==> config.mk <==
export PLATFORM = sky130hd
export DESIGN_NAME = camera_param_bank
export DESIGN_NICKNAME = d
export VERILOG_FILES = /design/src/rtl/camera_pkg.sv /design/src/rtl/camera_param_bank.sv
export SDC_FILE = /design/constraint.sdc
export NUM_CORES = 1
export LEC_CHECK = 0
export ABC_AREA = 1
export CORE_MARGIN = 8
export CORE_UTILIZATION = 56
export CTS_BUF_LIST = sky130_fd_sc_hd__clkbuf_4
export CTS_CLUSTER_SIZE = 30
export DETAILED_ROUTE_END_ITERATION = 8
export PLACE_DENSITY_LB_ADDON = 0.1
export SLEW_MARGIN = 20
export SYNTH_ARGS = -nofsm -noshare
export SYNTH_HDL_FRONTEND = slang
export SYNTH_SLANG_ARGS = --single-unit
==> constraint.sdc <==
create_clock -name clk -period 1.58 [get_ports clk]
set_input_delay 0.316 -clock clk [delete_from_list [all_inputs] [get_ports clk]]
set_output_delay 0.316 -clock clk [all_outputs]
set_load 0.02 [all_outputs]
==> src/rtl/camera_pkg.sv <==
// Shared types and constants for the camera parameter bank (Q7.20 fixed point, state encoding).
// Defines parameter indices, reset defaults and the load/pending/publish state enum.
package camera_pkg;

   localparam int QW         = 27;
   localparam int NUM_PARAMS = 12;

   localparam logic [3:0] IDX_EYE_X    = 4'd0;
   localparam logic [3:0] IDX_EYE_Y    = 4'd1;
   localparam logic [3:0] IDX_EYE_Z    = 4'd2;
   localparam logic [3:0] IDX_LA_1_1   = 4'd3;
   localparam logic [3:0] IDX_LA_1_2   = 4'd4;
   localparam logic [3:0] IDX_LA_1_3   = 4'd5;
   localparam logic [3:0] IDX_LA_2_1   = 4'd6;
   localparam logic [3:0] IDX_LA_2_2   = 4'd7;
   localparam logic [3:0] IDX_LA_2_3   = 4'd8;
   localparam logic [3:0] IDX_LA_3_1   = 4'd9;
   localparam logic [3:0] IDX_LA_3_2   = 4'd10;
   localparam logic [3:0] IDX_LA_3_3   = 4'd11;

   localparam logic [QW-1:0] Q_ZERO    = 27'h0000000;
   localparam logic [QW-1:0] Q_ONE     = 27'h0100000;
   localparam logic [QW-1:0] EYE_Z_RST = 27'h7C00000;   // -4.0

   typedef enum logic [1:0] {
      ST_LOAD    = 2'd0,
      ST_PENDING = 2'd1,
      ST_PUBLISH = 2'd2
   } state_t;

   // Camera starts four units back on -z looking through an identity basis.
   function automatic logic [QW-1:0] param_default(input logic [3:0] idx);
      case (idx)
         IDX_EYE_Z:                          return EYE_Z_RST;
         IDX_LA_1_1, IDX_LA_2_2, IDX_LA_3_3: return Q_ONE;
         default:                            return Q_ZERO;
      endcase
   endfunction

endpackage

==> src/rtl/camera_param_bank.sv <==
// Double-buffered camera parameters: HPS writes a shadow bank, a commit publishes all 12 atomically
// frame_start+2 cycles later; wr_ready drops while a commit is pending. Optional CAMERA_PARAM_READBACK_EN.
module camera_param_bank
   import camera_pkg::*;
(
   input  logic          clk,
   input  logic          reset_n,
   input  logic          wr_valid,
   output logic          wr_ready,
   input  logic [3:0]    wr_addr,
   input  logic [QW-1:0] wr_data,
   input  logic          commit_req,
   input  logic          frame_start,
`ifdef CAMERA_PARAM_READBACK_EN
   input  logic [3:0]    rd_addr,
   output logic [QW-1:0] rd_data,
`endif
   output logic [QW-1:0] eye_x,
   output logic [QW-1:0] eye_y,
   output logic [QW-1:0] eye_z,
   output logic [QW-1:0] look_at_1_1,
   output logic [QW-1:0] look_at_1_2,
   output logic [QW-1:0] look_at_1_3,
   output logic [QW-1:0] look_at_2_1,
   output logic [QW-1:0] look_at_2_2,
   output logic [QW-1:0] look_at_2_3,
   output logic [QW-1:0] look_at_3_1,
   output logic [QW-1:0] look_at_3_2,
   output logic [QW-1:0] look_at_3_3,
   output logic          commit_pending,
   output logic          param_update,
   output logic          wr_err
);

   state_t        state;
   logic [QW-1:0] shadow [NUM_PARAMS];
   logic [QW-1:0] active [NUM_PARAMS];
   logic          addr_ok;
   logic          wr_fire;

   assign addr_ok = (wr_addr < 4'(NUM_PARAMS));
   assign wr_fire = wr_valid && wr_ready;

   // wr_ready is held low through the first cycle out of reset and whenever the shadow is locked.
   always_ff @(posedge clk or negedge reset_n) begin
      if (!reset_n) begin
         state          <= ST_LOAD;
         wr_ready       <= 1'b0;
         commit_pending <= 1'b0;
         param_update   <= 1'b0;
         wr_err         <= 1'b0;
      end else begin
         param_update <= 1'b0;
         wr_err       <= wr_fire && !addr_ok;
         case (state)
            ST_LOAD: begin
               if (commit_req) begin
                  state          <= ST_PENDING;
                  wr_ready       <= 1'b0;
                  commit_pending <= 1'b1;
               end else begin
                  wr_ready <= 1'b1;
               end
            end
            ST_PENDING: begin
               if (frame_start) begin
                  state <= ST_PUBLISH;
               end
            end
            ST_PUBLISH: begin
               state          <= ST_LOAD;
               wr_ready       <= 1'b1;
               commit_pending <= 1'b0;
               param_update   <= 1'b1;
            end
            default: begin
               state          <= ST_LOAD;
               wr_ready       <= 1'b0;
               commit_pending <= 1'b0;
            end
         endcase
      end
   end

   always_ff @(posedge clk or negedge reset_n) begin
      if (!reset_n) begin
         for (int i = 0; i < NUM_PARAMS; i++) begin
            shadow[i] <= param_default(4'(i));
            active[i] <= param_default(4'(i));
         end
      end else begin
         if (wr_fire && addr_ok) begin
            shadow[wr_addr] <= wr_data;
         end
         if (state == ST_PUBLISH) begin
            for (int i = 0; i < NUM_PARAMS; i++) begin
               active[i] <= shadow[i];
            end
         end
      end
   end

`ifdef CAMERA_PARAM_READBACK_EN
   always_ff @(posedge clk or negedge reset_n) begin
      if (!reset_n) begin
         rd_data <= Q_ZERO;
      end else begin
         rd_data <= (rd_addr < 4'(NUM_PARAMS)) ? shadow[rd_addr] : Q_ZERO;
      end
   end
`endif

   assign eye_x       = active[IDX_EYE_X];
   assign eye_y       = active[IDX_EYE_Y];
   assign eye_z       = active[IDX_EYE_Z];
   assign look_at_1_1 = active[IDX_LA_1_1];
   assign look_at_1_2 = active[IDX_LA_1_2];
   assign look_at_1_3 = active[IDX_LA_1_3];
   assign look_at_2_1 = active[IDX_LA_2_1];
   assign look_at_2_2 = active[IDX_LA_2_2];
   assign look_at_2_3 = active[IDX_LA_2_3];
   assign look_at_3_1 = active[IDX_LA_3_1];
   assign look_at_3_2 = active[IDX_LA_3_2];
   assign look_at_3_3 = active[IDX_LA_3_3];

endmodule
==> impl_metrics.py, run 1 <==
metrics = {
    "drt": {
        "vias_per_cell": 5.418,
        "via_count": 22992,
        "routed.top_layer": "met5",
        "postRouteAntennaNets": 0,
        "routed_wl_microns": 86110,
        "drc": 0,
        "met2RoutedLength_microns": 41260,
        "post_drt_wl_per_cell_microns": 20.29,
        "dr_wl_met3_microns": 8564,
        "dr.pass1.iters": 6,
        "wl_met1_microns": 32360,
        "drt_iter0_drc": 2572,
    },
    "sta": {
        "finalSetupViolCount": 328,
        "finalClockSkew_ps": 41.69,
        "fin_tns_setup_ps": -91350,
        "rsz0062_at_grt": "yes",
        "relSlewSlack_pct": 46.67,
        "clock.fmax_ghz": 0.4946,
        "fin_crit_ps": 2022,
        "final.setup.worst_slack_ps": -441.9,
        "period_share_pct": 128.0,
        "drv_slew": 0,
        "hold_viol": 0,
        "tightest_slew_ps": 797.3,
    },
    "grt": {
        "grt_pass1_vias": 22814,
        "gr-total-overflow": 0,
        "antenna_found_initial": 4,
        "grt_pass1_wl_microns": 130300,
        "grtUsageTotal_pct": 31.76,
        "grt_max_degree": 71,
    },
    "finish": {
        "fin_util_pct": 77.92,
        "final_cells": 4244,
        "nets": 3561,
        "drive_gt1_share_pct": 27.08,
        "area_delta_synth_final_pct": 37.84,
        "fill_cells": 2990,
    },
    "placed_design": {
        "dp_cells": 3748,
        "dp_hpwl_microns": 50930,
        "pre_cts_ws_ps": -346.6,
        "gp_congestion": 0.8249,
        "portBuffers": 363,
    },
    "worst_setup_path": {
        "crit_path_start_kind": "flop",
        "crit_type": "reg -> out",
        "arrival_ps": 1710,
        "cp_slowest_cell": "dfstp_2",
        "path_cells": "buf_6",
        "worstPathBufferInverterCount": 1,
        "crit_fanout": 2,
        "cp_data_required_time_ps": 1260,
        "worst_setup_path_end_kind": "primary output",
        "slowest_delay_ps": 580,
        "cp_top_family": "flip-flops",
    },
    "synth": {
        "synthMuxAreaShare_pct": 0,
        "synth-seq-area-share_pct": 64.15,
        "synthDistinctLibCells": 24,
        "netlist_instances": 2841,
        "ys_async_sr_fraction_pct": 100.0,
        "synth_compound_area_share_pct": 0.04898,
        "yosys-top-cells-area": "dfrtp_1, nand2_1, nand3_1, buf_2, dfstp_2",
        "syn_area_per_cell_sq_um": 8.991,
        "synth_edf_count": 0,
        "yosysWarnings": 0,
        "synth-xor-area-share_pct": 0,
        "netlist_area_sq_um": 25540,
        "syn_nets": 2877,
        "synth_most_common_cell": "nand2_1",
        "synth_commonest_cells": "nand2_1, dfrtp_1, nand3_1",
        "synthSimpleGateAreaFrac_pct": 31.65,
        "synth_top_flop_cell": "dfrtp_1",
        "yosysTopAreaCell": "dfrtp_1",
        "synth_top_area_share_pct": 62.50,
        "synth_fa_ha_area_share_pct": 0,
        "synth_top_family_by_area": "simple AND/OR/NAND/NOR gates",
        "ys_seq_elements": 654,
    },
    "cts": {
        "clkTransAtPathRegs_ps": 70,
        "cts.path.max_buffers": 3,
        "clock_latency_ps": 1010,
        "cts.sinks": 654,
        "root_buffer": "clkbuf_4",
        "cts_tree": "yes",
        "htreeDepth": 4,
        "cts_buffers": 163,
    },
    "floorplanning": {
        "die_h_microns": 229.6,
        "start_util_pct": 56.53,
        "die_area_sq_um": 52700,
        "rows": 78,
        "coreArea_sq_um": 45190,
        "die_w_microns": 229.6,
        "io_pins": 364,
    },
    "status": {
        "failed_checks": "setup timing",
        "outcome": "finished with violations",
    },
    "flow_run": {
        "max_cap_violations": 0,
    },
    "power_and_ir_drop": {
        "p_leak_nw": 19.52,
        "finalPower_mw": 65.05,
        "powerDensity_nw_per_um2": 1847,
        "vdd_drop_max_mv": 1.208,
    },
    "min_path": {
        "hp-class": "in -> reg",
    },
}
## per-layer routing
metal	vias up	global-route usage, %
met5	-	0
met4	4	15.40
met3	262	10.61
met2	1204	49.44
met1	11225	39.71
li1	10297	-
## where the power goes
| part | internal (mW) | switching, mW | total (mW) |
|---|---|---|---|
| Clock | 7.60 | 6.85 | 14.4 |
| Sequential | 22.9 | 4.77 | 27.7 |
| Combinational | 11.2 | 11.7 | 22.9 |
| Total | 41.7 | 23.3 | 65.0 |
## cell families (layout without fill, tap and decap cells)
logic type	after synthesis	count (layout)
AND/OR/NAND/NOR	1980	1980
flip-flops	654	654
buffers and inverters	205	1002
AO/OA/AOI/OAI	2	2
other	0	6
## path summary, 6_finish.rpt
check / start / end / slack [ps] / depth (start not counted)
setup reg to reg: wr_ready / shadow[183] / 70 / 7
setup / recovery: eye_z[26] / eye_z[26] / -440 / 1
max in group asynchronous: reset_n / shadow[269] / 260 / 5
hold reg to reg: shadow[305] / eye_x[8] / 450 / 2
min in group asynchronous: reset_n / shadow[317] / 100 / 3
hold / removal: wr_addr[2] / wr_err / 90 / 4
## state kept, by name, indices dropped and copies added, names as in the netlist
signal	flops
state	2
shadow	324
wr_err	1
look_at_3_2	27
look_at_2_3	27
look_at_1_3	27
param_update	1
look_at_1_1	27
look_at_1_2	27
look_at_3_1	27
commit_pending	1
wr_ready	1
look_at_2_2	27
look_at_2_1	27
eye_y	27
eye_x	27
look_at_3_3	27
eye_z	27
## cell type report
type | count | area [sq um] | share of cell area, %
Sequential cell | 654 | 16400 | 46.57
Multi-Input combinational cell | 1982 | 8120 | 23.06
Inverter | 8 | 43.79 | 0.1244
Clock buffer | 249 | 1869 | 5.309
Clock inverter | 29 | 192.7 | 0.5472
Antenna cell | 6 | 15.01 | 0.04264
Tap cell | 600 | 750.7 | 2.132
Timing Repair Buffer | 716 | 7823 | 22.22
## cell usage in the layout (no fill, tap or decap), types with 8 or more instances in the layout
master,netlist,final
buf_12,0,86
buf_4,29,256
buf_6,6,328
clkbuf_4,0,249
clkdlybuf4s50_1,0,34
clkinv_1,0,18
dfrtp_1,638,630
dfrtp_2,0,8
dfstp_2,16,16
dlygate4sd3_1,0,9
nand2_1,1628,1628
nand3_1,270,270
nand4_1,54,54
nor2_4,6,10
## through the flow
stage          area, sq um  hold slack, ps
2_1_floorplan        25540           20.41
3_3_place_gp         31070           218.2
3_5_place_dp         31070           218.1
4_1_cts              34490           2.723
5_1_grt              35210           21.77
6_report             35210           89.81
## worst reg2reg max path: stages, from the launching register on
cell	delay (ps)
dfrtp_1	380
buf_4	140
nand2_4	100
buf_12	150
nor2_4	220
buf_12	230
nand3_1	130
nand2_1	100
## repair_timing
item	CTS	global route
hold endpoints to repair	660	0
gates cloned	0	1
hold buffers	9	0
pin swaps	0	2
endpoints found under the setup margin	328	348
setup buffers	114	88
gates resized for setup	1972	8
No activity file was read; power rests on OpenSTA's default activity.
==> run 2: changes to the inputs <==
==> constraint.sdc (replaced) <==
create_clock -name clk -period 1.58 [get_ports clk]
set_input_delay 0.474 -clock clk [delete_from_list [all_inputs] [get_ports clk]]
set_output_delay 0.474 -clock clk [all_outputs]
set_load 0.02 [all_outputs]
==> run 2 against run 1 <==
The run still ends with setup timing left; worst hold slack improved by 110 ps; sequential power about the same; largest power group unchanged; sequential share of layout area decreased by 0.19 points; critical path type unchanged; first-iteration DRC count increased by 1.7%; final area increased by 0.37%; global-route usage decreased by 0.20 points; count of clock-buffer cells in the layout unchanged; setup slack got worse by 110 ps.
==> impl_metrics.py, run 2 (same netlist as run 1, synthesis figures left out) <==
metrics = {
    "worst_setup_path": {
        "arrival_ps": 1660,
        "cp_data_required_time_ps": 1110,
        "crit_type": "reg -> out",
        "rrSetupSlack_ps": 40,
        "cp_top_family": "flip-flops",
        "worst_setup_path_end_kind": "primary output",
        "path_cells": "buf_6",
        "worstPathBufferInverterCount": 1,
        "rr_endpoint": "shadow[120]",
        "crit_fanout": 2,
        "slowest_delay_ps": 570,
        "cp_slowest_cell": "dfstp_2",
        "crit_path_start_kind": "flop",
        "r2r.worst_path.cells": 7,
        "r2r_start": "wr_ready",
    },
    "power_and_ir_drop": {
        "vdd_drop_max_mv": 1.243,
        "p_leak_nw": 19.55,
        "powerDensity_nw_per_um2": 1839,
        "finalPower_mw": 65.01,
    },
    "grt": {
        "gr-total-overflow": 0,
        "grtUsageTotal_pct": 31.56,
        "antenna_found_initial": 2,
        "grt_pass1_wl_microns": 129800,
        "grt_pass1_vias": 22761,
        "grt_max_degree": 118,
    },
    "placed_design": {
        "portBuffers": 363,
        "gp_congestion": 0.8219,
        "pre_cts_ws_ps": -509.7,
        "dp_hpwl_microns": 51230,
    },
    "finish": {
        "final_common_cell": "nand2_1",
        "final_cell_mix": "nand2_1, dfrtp_1, buf_6, nand3_1, clkbuf_4",
        "nets": 3549,
        "multi_input_area_sq_um": 8123,
        "fill_cells": 2977,
        "area_delta_synth_final_pct": 38.35,
        "largest_register_ffs": 324,
        "seqCellArea_sq_um": 16390,
        "regMostFlops": "shadow",
        "fin_util_pct": 78.21,
        "drive_gt1_share_pct": 26.85,
    },
    "min_path": {
        "hold-path-cell-count": 3,
        "whs_endpoint": "shadow[319]",
        "hp-class": "in -> reg",
        "worstHoldStart": "wr_data[22]",
    },
    "sta": {
        "holdWs_ps": 197.9,
        "final.setup.worst_slack_ps": -556.9,
        "finalClockSkew_ps": 41.45,
        "period_share_pct": 135.2,
        "tightest_slew_ps": 590.4,
        "rsz0062_at_grt": "yes",
        "hold_viol": 0,
        "fin_crit_ps": 2137,
        "relSlewSlack_pct": 60.64,
        "drv_slew": 0,
        "clock.fmax_ghz": 0.4680,
        "finalSetupViolCount": 328,
    },
    "floorplanning": {
        "die_area_sq_um": 52700,
        "coreArea_sq_um": 45190,
        "start_util_pct": 56.53,
        "io_pins": 364,
        "die_w_microns": 229.6,
        "die_h_microns": 229.6,
        "rows": 78,
    },
    "drt": {
        "postRouteAntennaNets": 0,
        "drc": 0,
        "drt_iter0_drc": 2617,
        "dr.pass1.iters": 5,
        "vias_per_cell": 5.488,
        "post_drt_wl_per_cell_microns": 20.37,
        "via_count": 23281,
        "routed_wl_microns": 86420,
    },
    "cts": {
        "htreeDepth": 4,
        "root_buffer": "clkbuf_4",
        "cts.path.max_buffers": 3,
        "clock_latency_ps": 980,
        "clkTransAtPathRegs_ps": 60,
        "cts_buffers": 163,
        "cts.sinks": 654,
        "cts_tree": "yes",
    },
    "flow_run": {
        "max_cap_violations": 0,
    },
    "status": {
        "failed_checks": "setup timing",
        "outcome": "finished with violations",
    },
}
-- run 2: cell types whose count changed in the layout (fill, tap and decap cells not counted), sizes merged, moves of 5 or more --
cell / before / now
buf: 672 / 659
clkbuf: 250 / 255
clkinv: 21 / 30
dlygate4sd3: 9 / 4
-- run 2: area by class of cell --
class	count	area share [%]
Inverter	8	0.1664
Timing Repair inverter	1	0.03186
Tap cell	600	2.124
Multi-Input combinational cell	1982	22.98
Timing Repair Buffer	703	22.40
Sequential cell	654	46.38
Clock inverter	38	0.5806
Antenna cell	7	0.04956
Clock buffer	249	5.289
-- run 2: per-layer routing --
layer	vias up	global-route usage [%]	part of all wire (%)
met2	1268	49.64	48
met4	2	15.10	4.4
met1	11493	40.47	38
met5	-	0	0.0093
met3	213	8.492	9.7
li1	10305	-	-
-- run 2: how the worst max path moves through the flow --
| stage | startpoint | endpoint | depth (start not counted) |
|---|---|---|---|
| floorplan | wr_ready | shadow[304] | 7 |
| global placement | wr_addr[0] | shadow[175] | 7 |
| detailed placement | wr_addr[0] | shadow[116] | 7 |
| CTS | eye_z[26] | eye_z[26] | 1 |
| global route | eye_z[26] | eye_z[26] | 1 |
| finish | eye_z[26] | eye_z[26] | 1 |
-- run 2: where the power goes --
part | internal [mW] | switching (mW) | leakage (nW) | total, mW
logic | 11.3 | 11.8 | 9.84 | 23.1
registers | 22.9 | 4.77 | 8.46 | 27.6
clock network | 7.48 | 6.81 | 1.25 | 14.3
total | 41.6 | 23.4 | 19.5 | 65.0
-- run 2: metrics by stage --
step / std cells / area, sq um / TNS [ps]
6_report: 4242 / 35340 / -133810
5_1_grt: 4237 / 35330 / -166930
4_1_cts: 4146 / 34440 / -170510
3_5_place_dp: 3744 / 31080 / -139110
3_3_place_gp: 3744 / 31080 / -124230
2_1_floorplan: 2841 / 25540 / 0
-- run 2: repair_timing --
item                                     CTS  global route
pin swaps                                  0             3
hold endpoints to repair                 657             0
buffers inserted                         111            82
cloned                                     0             7
endpoints found under the setup margin   328           484
hold buffers                               4             0
resized for setup                       1972            17
